==> config.mk <==
export PLATFORM = sky130hd
export DESIGN_NAME = mbc_sram_arbiter
export DESIGN_NICKNAME = d
export VERILOG_FILES = /design/src/rtl/mbc_sram_arbiter.sv
export SDC_FILE = /design/constraint.sdc
export NUM_CORES = 1
export LEC_CHECK = 0
export CAP_MARGIN = 25
export CORE_ASPECT_RATIO = 1.2
export CORE_MARGIN = 2
export CORE_UTILIZATION = 45
export DETAILED_ROUTE_END_ITERATION = 8
export PLACE_DENSITY = 0.8
export SYNTH_ARGS = -nofsm -noshare
export SYNTH_HDL_FRONTEND = slang
export SYNTH_SLANG_ARGS = --single-unit
export TNS_END_PERCENT = 50
==> constraint.sdc <==
create_clock -name CLOCK_50 -period 3.3 [get_ports CLOCK_50]
set_clock_uncertainty 0.05 [all_clocks]
set_input_delay 0.33 -clock CLOCK_50 [delete_from_list [all_inputs] [get_ports CLOCK_50]]
set_output_delay 0.33 -clock CLOCK_50 [all_outputs]
set_load 0.05 [all_outputs]
==> src/rtl/mbc_sram_arbiter.sv <==
// Cartridge save-SRAM arbiter: GB bus (priority) and host port share one async SRAM.
// GB strobes are synchronised and serviced once per strobe; the host fills idle gaps.
// Optional feature: define ARB_WAIT_CNT_EN to add the HOST_WAIT_CNT saturating wait counter.
module mbc_sram_arbiter #(
  parameter int unsigned ADDR_W      = 18,
  parameter int unsigned ACCESS_CYC  = 3,
  parameter int unsigned RECOVER_CYC = 1
) (
  input  logic              CLOCK_50,
  input  logic              RST,
  input  logic              GB_RAM_SEL,
  input  logic              GB_RD,
  input  logic              GB_WR,
  input  logic [ADDR_W-1:0] GB_ADDR,
  input  logic [7:0]        GB_WDATA,
  output logic [7:0]        GB_RDATA,
  output logic              GB_RDATA_VLD,
  input  logic              HOST_REQ,
  input  logic              HOST_WE,
  input  logic [ADDR_W-1:0] HOST_ADDR,
  input  logic [7:0]        HOST_WDATA,
  output logic [7:0]        HOST_RDATA,
  output logic              HOST_ACK,
`ifdef ARB_WAIT_CNT_EN
  output logic [15:0]       HOST_WAIT_CNT,
`endif
  output logic [ADDR_W-1:0] SRAM_ADDR,
  input  logic [7:0]        SRAM_DQ_IN,
  output logic [7:0]        SRAM_DQ_OUT,
  output logic              SRAM_DQ_OE,
  output logic              SRAM_CE_N,
  output logic              SRAM_OE_N,
  output logic              SRAM_WE_N
);

  typedef enum logic [2:0] {
    StIdle, StGbRd, StGbWr, StHostRd, StHostWr, StRecover
  } state_t;

  localparam logic [15:0] AccLast = 16'(ACCESS_CYC - 1);
  localparam logic [15:0] RecLast = 16'(RECOVER_CYC - 1);

  state_t      state_q;
  logic [15:0] cnt_q;
  logic        armed_q;
  logic        sel_s1, sel_s2, rd_s1, rd_s2, wr_s1, wr_s2;
  logic        gb_rd_go, gb_wr_go;

  // Two-flop synchronisers for the asynchronous GB strobes (strobes idle high)
  always_ff @(posedge CLOCK_50 or posedge RST) begin
    if (RST) begin
      sel_s1 <= 1'b0;
      sel_s2 <= 1'b0;
      rd_s1  <= 1'b1;
      rd_s2  <= 1'b1;
      wr_s1  <= 1'b1;
      wr_s2  <= 1'b1;
    end else begin
      sel_s1 <= GB_RAM_SEL;
      sel_s2 <= sel_s1;
      rd_s1  <= GB_RD;
      rd_s2  <= rd_s1;
      wr_s1  <= GB_WR;
      wr_s2  <= wr_s1;
    end
  end

  assign gb_rd_go = sel_s2 & ~rd_s2;
  assign gb_wr_go = sel_s2 & ~wr_s2;

  // Arbitration FSM with registered SRAM strobes and result registers
  always_ff @(posedge CLOCK_50 or posedge RST) begin
    if (RST) begin
      state_q      <= StIdle;
      cnt_q        <= '0;
      armed_q      <= 1'b1;
      SRAM_ADDR    <= '0;
      SRAM_DQ_OUT  <= '0;
      SRAM_DQ_OE   <= 1'b0;
      SRAM_CE_N    <= 1'b1;
      SRAM_OE_N    <= 1'b1;
      SRAM_WE_N    <= 1'b1;
      GB_RDATA     <= '0;
      GB_RDATA_VLD <= 1'b0;
      HOST_RDATA   <= '0;
      HOST_ACK     <= 1'b0;
    end else begin
      HOST_ACK <= 1'b0;
      // Re-arm once the GB has released both strobes
      if (rd_s2 && wr_s2) armed_q <= 1'b1;
      // Valid drops when the GB ends its read; a fresh sample below overrides
      if (GB_RDATA_VLD && rd_s2) GB_RDATA_VLD <= 1'b0;
      unique case (state_q)
        StIdle: begin
          cnt_q <= '0;
          if (armed_q && gb_rd_go) begin
            state_q   <= StGbRd;
            armed_q   <= 1'b0;
            SRAM_ADDR <= GB_ADDR;
            SRAM_CE_N <= 1'b0;
            SRAM_OE_N <= 1'b0;
          end else if (armed_q && gb_wr_go) begin
            state_q     <= StGbWr;
            armed_q     <= 1'b0;
            SRAM_ADDR   <= GB_ADDR;
            SRAM_DQ_OUT <= GB_WDATA;
            SRAM_DQ_OE  <= 1'b1;
            SRAM_CE_N   <= 1'b0;
            SRAM_WE_N   <= 1'b0;
          end else if (HOST_REQ) begin
            SRAM_ADDR <= HOST_ADDR;
            SRAM_CE_N <= 1'b0;
            if (HOST_WE) begin
              state_q     <= StHostWr;
              SRAM_DQ_OUT <= HOST_WDATA;
              SRAM_DQ_OE  <= 1'b1;
              SRAM_WE_N   <= 1'b0;
            end else begin
              state_q   <= StHostRd;
              SRAM_OE_N <= 1'b0;
            end
          end
        end
        StGbRd, StGbWr, StHostRd, StHostWr: begin
          if (cnt_q == AccLast) begin
            state_q    <= StRecover;
            cnt_q      <= '0;
            SRAM_CE_N  <= 1'b1;
            SRAM_OE_N  <= 1'b1;
            SRAM_WE_N  <= 1'b1;
            SRAM_DQ_OE <= 1'b0;
            if (state_q == StGbRd) begin
              GB_RDATA     <= SRAM_DQ_IN;
              GB_RDATA_VLD <= 1'b1;
            end
            if (state_q == StHostRd) HOST_RDATA <= SRAM_DQ_IN;
            if (state_q == StHostRd || state_q == StHostWr) HOST_ACK <= 1'b1;
          end else begin
            cnt_q <= cnt_q + 16'd1;
          end
        end
        StRecover: begin
          if (cnt_q == RecLast) begin
            state_q <= StIdle;
            cnt_q   <= '0;
          end else begin
            cnt_q <= cnt_q + 16'd1;
          end
        end
        default: state_q <= StIdle;
      endcase
    end
  end

`ifdef ARB_WAIT_CNT_EN
  logic host_rec_q;
  logic host_busy;

  assign host_busy = (state_q == StHostRd) || (state_q == StHostWr) ||
                     ((state_q == StRecover) && host_rec_q);

  // Remember whether the current RECOVER follows a host access; count host wait cycles
  always_ff @(posedge CLOCK_50 or posedge RST) begin
    if (RST) begin
      host_rec_q    <= 1'b0;
      HOST_WAIT_CNT <= '0;
    end else begin
      if (state_q == StHostRd || state_q == StHostWr) host_rec_q <= 1'b1;
      else if (state_q != StRecover) host_rec_q <= 1'b0;
      if (HOST_REQ && !host_busy && HOST_WAIT_CNT != 16'hFFFF)
        HOST_WAIT_CNT <= HOST_WAIT_CNT + 16'd1;
    end
  end
`endif

endmodule
==> results of run 1 <==
[worst register-to-register path, stage by stage, from the launching register on]
cell     delay (ns)
dfrtp_1        0.44
or4_1          0.56
or4b_4         0.51
o21a_1         0.35
nor2_1         0.56
o21ai_0        0.20
[path summary, 6_finish.rpt]
check,startpoint,end,slack [ns],cells after the start
max,cnt_q[11],cnt_q[11],0.48,5
min,sel_s1,sel_s2,0.30,0
max reg2reg,cnt_q[11],cnt_q[11],0.48,5
min reg2reg,sel_s1,sel_s2,0.30,0
max in group asynchronous,RST,cnt_q[7],2.09,3
min in group asynchronous,RST,GB_RDATA[2],0.52,3
[metal layers]
| metal | global-route usage (%) | vias to the layer above | share of wire, % |
|---|---|---|---|
| met4 | 9.58 | 0 | 2.5 |
| met1 | 23.0 | 1334 | 39 |
| li1 | - | 1375 | - |
| met2 | 34.9 | 96 | 53 |
| met5 | 0 | - | 0 |
| met3 | 4.07 | 14 | 5.2 |
[cells in the final DEF (no fill, tap or decap), drive strengths merged, types with 3 or more instances in the layout]
cell,instances
nor4,4
nand4,4
nor3,8
a21oi,17
ha,3
dfstp,8
dfrtp,66
nand3,5
mux2i,27
xnor2,4
nor2,21
o211ai,5
clkdlybuf4s50,114
o22ai,4
clkbuf,12
inv,7
o21ai,32
buf,7
nand2,49
and2,4
clkinv,3
mux2,18
[layout make-up]
| class | instances | area share [%] |
|---|---|---|
| Timing Repair Buffer | 121 | 24.6 |
| Clock buffer | 12 | 2.99 |
| Tap cell | 90 | 2.32 |
| Sequential cell | 74 | 38.4 |
| Clock inverter | 4 | 1.08 |
| Multi-Input combinational cell | 230 | 30.1 |
| Inverter | 7 | 0.541 |
[cells in the mapped netlist (3+ instances only)]
master | n | share of area (%)
dfrtp_1 | 66 | 49
nand2_1 | 49 | 5.4
o21ai_0 | 31 | 4.6
mux2i_1 | 27 | 8.0
nor2_1 | 21 | 2.3
a21oi_1 | 17 | 2.5
mux2_2 | 16 | 5.3
clkbuf_1 | 11 | 1.2
dfstp_2 | 8 | 6.2
inv_1 | 7 | 0.78
nor3_1 | 7 | 1.0
nand3_1 | 5 | 0.74
o211ai_1 | 5 | 1.1
and2_1 | 4 | 0.74
nand4_1 | 4 | 0.74
nor4_1 | 4 | 0.74
o22ai_1 | 4 | 0.74
xnor2_1 | 4 | 1.0
ha_1 | 3 | 1.1
[flip-flops by register name (all words and copies together) (netlist names)]
register	cells
HOST_ACK	1
wr_s2	1
HOST_RDATA	8
state_q	3
GB_RDATA	8
SRAM_WE_N	1
armed_q	1
SRAM_DQ_OUT	8
SRAM_CE_N	1
sel_s2	1
SRAM_ADDR	18
sel_s1	1
cnt_q	16
rd_s2	1
SRAM_OE_N	1
SRAM_DQ_OE	1
GB_RDATA_VLD	1
rd_s1	1
wr_s1	1
[kinds of logic after synthesis]
family	count (synthesis)	synth area share, %
buffers and inverters	20	2.21
AOI/OAI and AO/OA	68	11.4
adders and majority gates	3	1.11
muxes	45	13.9
DFF	74	54.9
xor gates and xnor gates	4	1.03
and+or+nand+nor	110	15.4
[where the power goes]
| part | switching (mW) | internal [mW] |
|---|---|---|
| registers | 0.210 | 1.25 |
| clock network | 0.325 | 0.372 |
| logic | 1.59 | 0.884 |
| total | 2.13 | 2.50 |
==> metrics.md, run 1 <==
| Metric | Value |
|---|---|
| Core Region | `~7300 µm²` |
| Cell variety after synth | `43` |
| Measured slew at the worst slew-check pin | `0.902 ns` |
| Endpoints failing setup | `0` |
| DRC Markers | `0` |
| Synthesized net count | `394` |
| Synth async-reset ratio | `100%` |
| Area of the multi-input gates | `about 1500 µm²` |
| First-pass GRT wire length | `roughly 13000 µm` |
| Fin. max-slew vios | `0` |
| Gr usage total | `19.8%` |
| Post-route cell area | `4850 µm²` |
| DRT iter0 DRCs | `around 160` |
| Syn avg cell area | `approximately 10 µm²` |
| Antenna cell count | `0` |
| Post-synth EDFFs | `0` |
| Number of port buffers | `114` |
| Rows | `34` |
| First-pass DRT Iterations | `4` |
| Placed Area | `approximately 4700 µm²` |
| Post-Route WL | `approximately 7800 µm` |
| Ys flop type | `dfrtp_1` |
| RSZ-0062 raised after global routing | `no` |
| Total number of vias | `approximately 2800` |
| Worst hold path type | `flip-flop to flip-flop` |
| CTS clk-pin slew, worst paths | `0.07 ns` |
| Initial antenna violation count | `0` |
| Max Fanout on Critical Path | `12` |
| Register bit total from synthesis | `between 70 and 80` |
| Worst VDD drop | `about 0.53 mV` |
| Seq/Total Area, Yosys | `54.9%` |
| Fmax | `about 0.35 GHz` |
| Max clock buf depth | `2` |
| Pwr dens | `~950 nW/µm²` |
| Final GP Congestion | `between 0.7 and 0.8` |
| Vias in the first global route | `2833` |
| Root Driver | `clkbuf_8` |
| Largest net degree at the start of global routing | `75` |
| Fin Hold WS | `around 0.30 ns` |
| # clock sinks | `between 70 and 80` |
| I/O pin count | `115` |
| Tot Pwr | `between 4 and 5 mW` |
| Share of layout cells above drive strength 1 | `11.6%` |
| Crit path DAT | `between 2 and 3 ns` |
| Wirelength per Cell | `between 10 and 15 µm` |
| HPWL Detailed | `5780 µm` |
| CP top delay family | `simple AND/OR/NAND/NOR gates` |
| CTS resizes | `0` |
| Synthesized cell area | `approximately 3400 µm²` |
| Slowest CP cell | `or4_1` |
| Syn-to-layout area delta | `43.1%` |
| Syn. warnings | `0` |
| Overflow after GRT | `0` |
| Inst Count DP | `522` |
| Die width | `approximately 83 µm` |
| CTS tree | `built` |
| Detail Route Antenna Nets | `0` |
| H-tree level count | `3` |
| Register area | `1860 µm²` |
| Setup tns final | `0 ns` |
| Setup Buffers After CTS | `0` |
| Filler Cells Inserted | `approximately 570` |
| Total CTS buffers | `9` |
| Crit path time final | `2.82 ns` |
| Setup WS post-layout | `roughly 0.48 ns` |
| Worst Path Required | `approximately 3.5 ns` |
| Leakage | `2.11 nW` |
| CP bufs+invs | `0` |
| Hold_buf cts | `0` |
| Pre-CTS setup slack | `between 0.5 and 0.6 ns` |
| Clk_lat worst skew | `0.35 ns` |
| CP Launch Type | `flip-flop` |
| Initial Util | `a little under half` |
| Final count of hold timing violations | `0` |
| Chip height | `between 90 and 100 µm` |
| Slew margin rel. | `about two fifths` |
| Period utilisation layout | `a little under nine tenths` |
| Run status | `completed` |
| CP cell instances | `or4_1 -> or4b_4 -> o21a_1 -> nor2_1 -> o21ai_0` |
| CP endpoint kind | `flip-flop` |
| Crit path kind | `flip-flop to flip-flop` |
| NumNets Final | `between 500 and 600` |
| Die area | `approximately 8200 µm²` |
| CP peak stage delay | `0.56 ns` |
| Vias per Instance | `5.24` |
| Maxcap violations | `0` |
| Final core utilization | `between 60% and 70%` |
| Synth Instances | `between 300 and 400` |
| Layout Cells excl Fill | `538` |
(Power assumes the default switching activity.)
==> run 2: changes to the inputs <==
--- a/config.mk
+++ b/config.mk
@@ -10,7 +10,7 @@
 export CORE_MARGIN = 2
 export CORE_UTILIZATION = 45
 export DETAILED_ROUTE_END_ITERATION = 8
-export PLACE_DENSITY = 0.8
+export PLACE_DENSITY = 0.79
 export SYNTH_ARGS = -nofsm -noshare
 export SYNTH_HDL_FRONTEND = slang
 export SYNTH_SLANG_ARGS = --single-unit
==> run 2 against run 1 <==
Net effect:
- power rose by 1.8%
- non-clock buffer count unchanged
- final area up 0.49%
- global-route usage hardly changed
- via count rose by 1.0%
- flip-flop and latch count is the same
- utilization rose by 0.33 points
- critical path depth stayed put
- register-to-register slack got worse by 0.03 ns
- final cell count unchanged
- critical path type unchanged
- highest routed layer unchanged
==> metrics.md, run 2 (synthesis gave the netlist of run 1 again) <==
| Metric | Value |
|---|---|
| Top reg by flops | `SRAM_ADDR` |
| Biggest regs | `SRAM_ADDR (18), cnt_q (16)` |
| DRT iter0 DRCs | `about 120` |
| Max Fanout on Critical Path | `12` |
| CTS clk-pin slew, worst paths | `roughly 0.07 ns` |
| Initial antenna violation count | `0` |
| Post-Route WL | `around 7700 µm` |
| Die width | `83.2 µm` |
| Wirelength per Cell | `between 10 and 15 µm` |
| Total CTS buffers | `9` |
| Worst VDD drop | `about 0.63 mV` |
| Area of the multi-input gates | `~1500 µm²` |
| Syn-to-layout area delta | `43.8%` |
| CP endpoint kind | `flip-flop` |
| I/O pin count | `115` |
| First-pass GRT wire length | `13100 µm` |
| CP bufs+invs | `0` |
| Period utilisation layout | `86.2%` |
| Max clock buf depth | `2` |
| NumNets Final | `approximately 510` |
| Hold_buf cts | `0` |
| Worst Path Required | `3.44 ns` |
| Share of layout cells above drive strength 1 | `between 10 and 15%` |
| Crit path kind | `flip-flop to flip-flop` |
| Rows | `34` |
| Filler Cells Inserted | `around 570` |
| DRC Markers | `0` |
| Total number of vias | `2848` |
| CTS tree | `built` |
| RSZ-0062 raised after global routing | `no` |
| Slew margin rel. | `between 40% and 50%` |
| Clk_lat worst skew | `roughly 0.34 ns` |
| Most frequent cells in the layout | `clkdlybuf4s50_1, dfrtp_1, nand2_1, o21ai_0, mux2i_1` |
| Measured slew at the worst slew-check pin | `between 0.8 and 0.9 ns` |
| Final count of hold timing violations | `0` |
| CP top delay family | `simple AND/OR/NAND/NOR gates` |
| Tot Pwr | `approximately 4.7 mW` |
| Crit. Startpoint | `cnt_q[11]` |
| Vias in the first global route | `approximately 2900` |
| Slowest CP cell | `nor2_1` |
| Overflow after GRT | `0` |
| Detail Route Antenna Nets | `0` |
| Setup tns final | `0 ns` |
| Final core utilization | `between 60% and 70%` |
| HPWL Detailed | `5590 µm` |
| Crit path time final | `approximately 2.8 ns` |
| Final GP Congestion | `0.788` |
| Die area | `8250 µm²` |
| Sw Ratio | `approximately 45%` |
| Setup Buffers After CTS | `0` |
| Number of port buffers | `approximately 110` |
| First-pass DRT Iterations | `4` |
| Core Region | `a little over 7000 µm²` |
| Crit path DAT | `2.99 ns` |
| Setup WS post-layout | `about 0.45 ns` |
| Maxcap violations | `0` |
| CP peak stage delay | `about 0.56 ns` |
| CTS resizes | `0` |
| Antenna cell count | `0` |
| Leakage | `2.12 nW` |
| Critical R2R Launch | `cnt_q[11]` |
| Largest net degree at the start of global routing | `75` |
| CP Launch Type | `flip-flop` |
| Chip height | `around 99 µm` |
| Run status | `completed` |
| Vias per Instance | `~5.3` |
| Number of flip-flops under the largest register name | `18` |
| Pwr dens | `about 970 nW/µm²` |
| H-tree level count | `3` |
| Flop pwr share | `a little under a third` |
| CP cell instances | `or4_1 -> or4b_4 -> o21a_1 -> nor2_1 -> o21ai_0` |
| Min-Delay Startpoint | `rd_s1` |
| Pre-CTS setup slack | `approximately 0.5 ns` |
| Gr usage total | `roughly a fifth` |
| Comb power frac | `between 50% and 60%` |
| Int Pwr | `roughly 2.6 mW` |
| Register area | `between 1500 and 2000 µm²` |
| Endpoints failing setup | `0` |
| Most common cell after layout, fill and taps aside | `clkdlybuf4s50_1` |
| Fin. max-slew vios | `0` |
| Fmax | `~0.35 GHz` |
| Worst hold path type | `flip-flop to flip-flop` |
| # clock sinks | `74` |
| Switch Pwr | `~2.1 mW` |
| Clk pwr share | `between 10% and 20%` |
| Initial Util | `between 40 and 50%` |
| Root Driver | `clkbuf_8` |
run 2: layout make-up:
type | count | area share [%]
flip-flops and latches | 74 | 38.2
well taps | 90 | 2.31
multi-input cells | 230 | 30.0
clock inverters | 4 | 1.56
clock buffers | 12 | 2.98
inverters | 7 | 0.539
repair buffers | 121 | 24.5
run 2: worst paths after layout:
kind	to	slack, ns	cells after the start
setup reg to reg	cnt_q[11]	0.45	5
setup / recovery	cnt_q[11]	0.45	5
min in group asynchronous	HOST_RDATA[1]	0.52	3
hold / removal	rd_s2	0.31	0
max in group asynchronous	cnt_q[7]	2.09	3
hold reg to reg	rd_s2	0.31	0
run 2: per-layer routing:
metal,vias to the layer above,global-route usage [%],part of all wire [%]
li1,1384,-,-
met1,1363,22.4,40
met2,84,35.9,53
met3,17,3.65,4.6
met4,0,9.84,2.5
met5,-,0,0
run 2: power by group through the flow:
| stage | Clock, mW | Combinational, mW | Sequential, mW |
|---|---|---|---|
| CTS | 0.792 | 2.51 | 1.46 |
| global placement | 0 | 2.46 | 1.45 |
| floorplan | 0 | 0.679 | 2.41 |
| global route | 0.831 | 2.63 | 1.50 |
| detailed placement | 0 | 2.50 | 1.47 |
| finish | 0.774 | 2.49 | 1.45 |
run 2: through the flow:
stage	cells	hold WS (ns)	cell area, µm²
2_1_floorplan	324	0.281	3390
3_3_place_gp	522	0.285	4660
3_5_place_dp	522	0.290	4660
4_1_cts	538	0.307	4880
5_1_grt	538	0.310	4880
6_report	538	0.307	4880
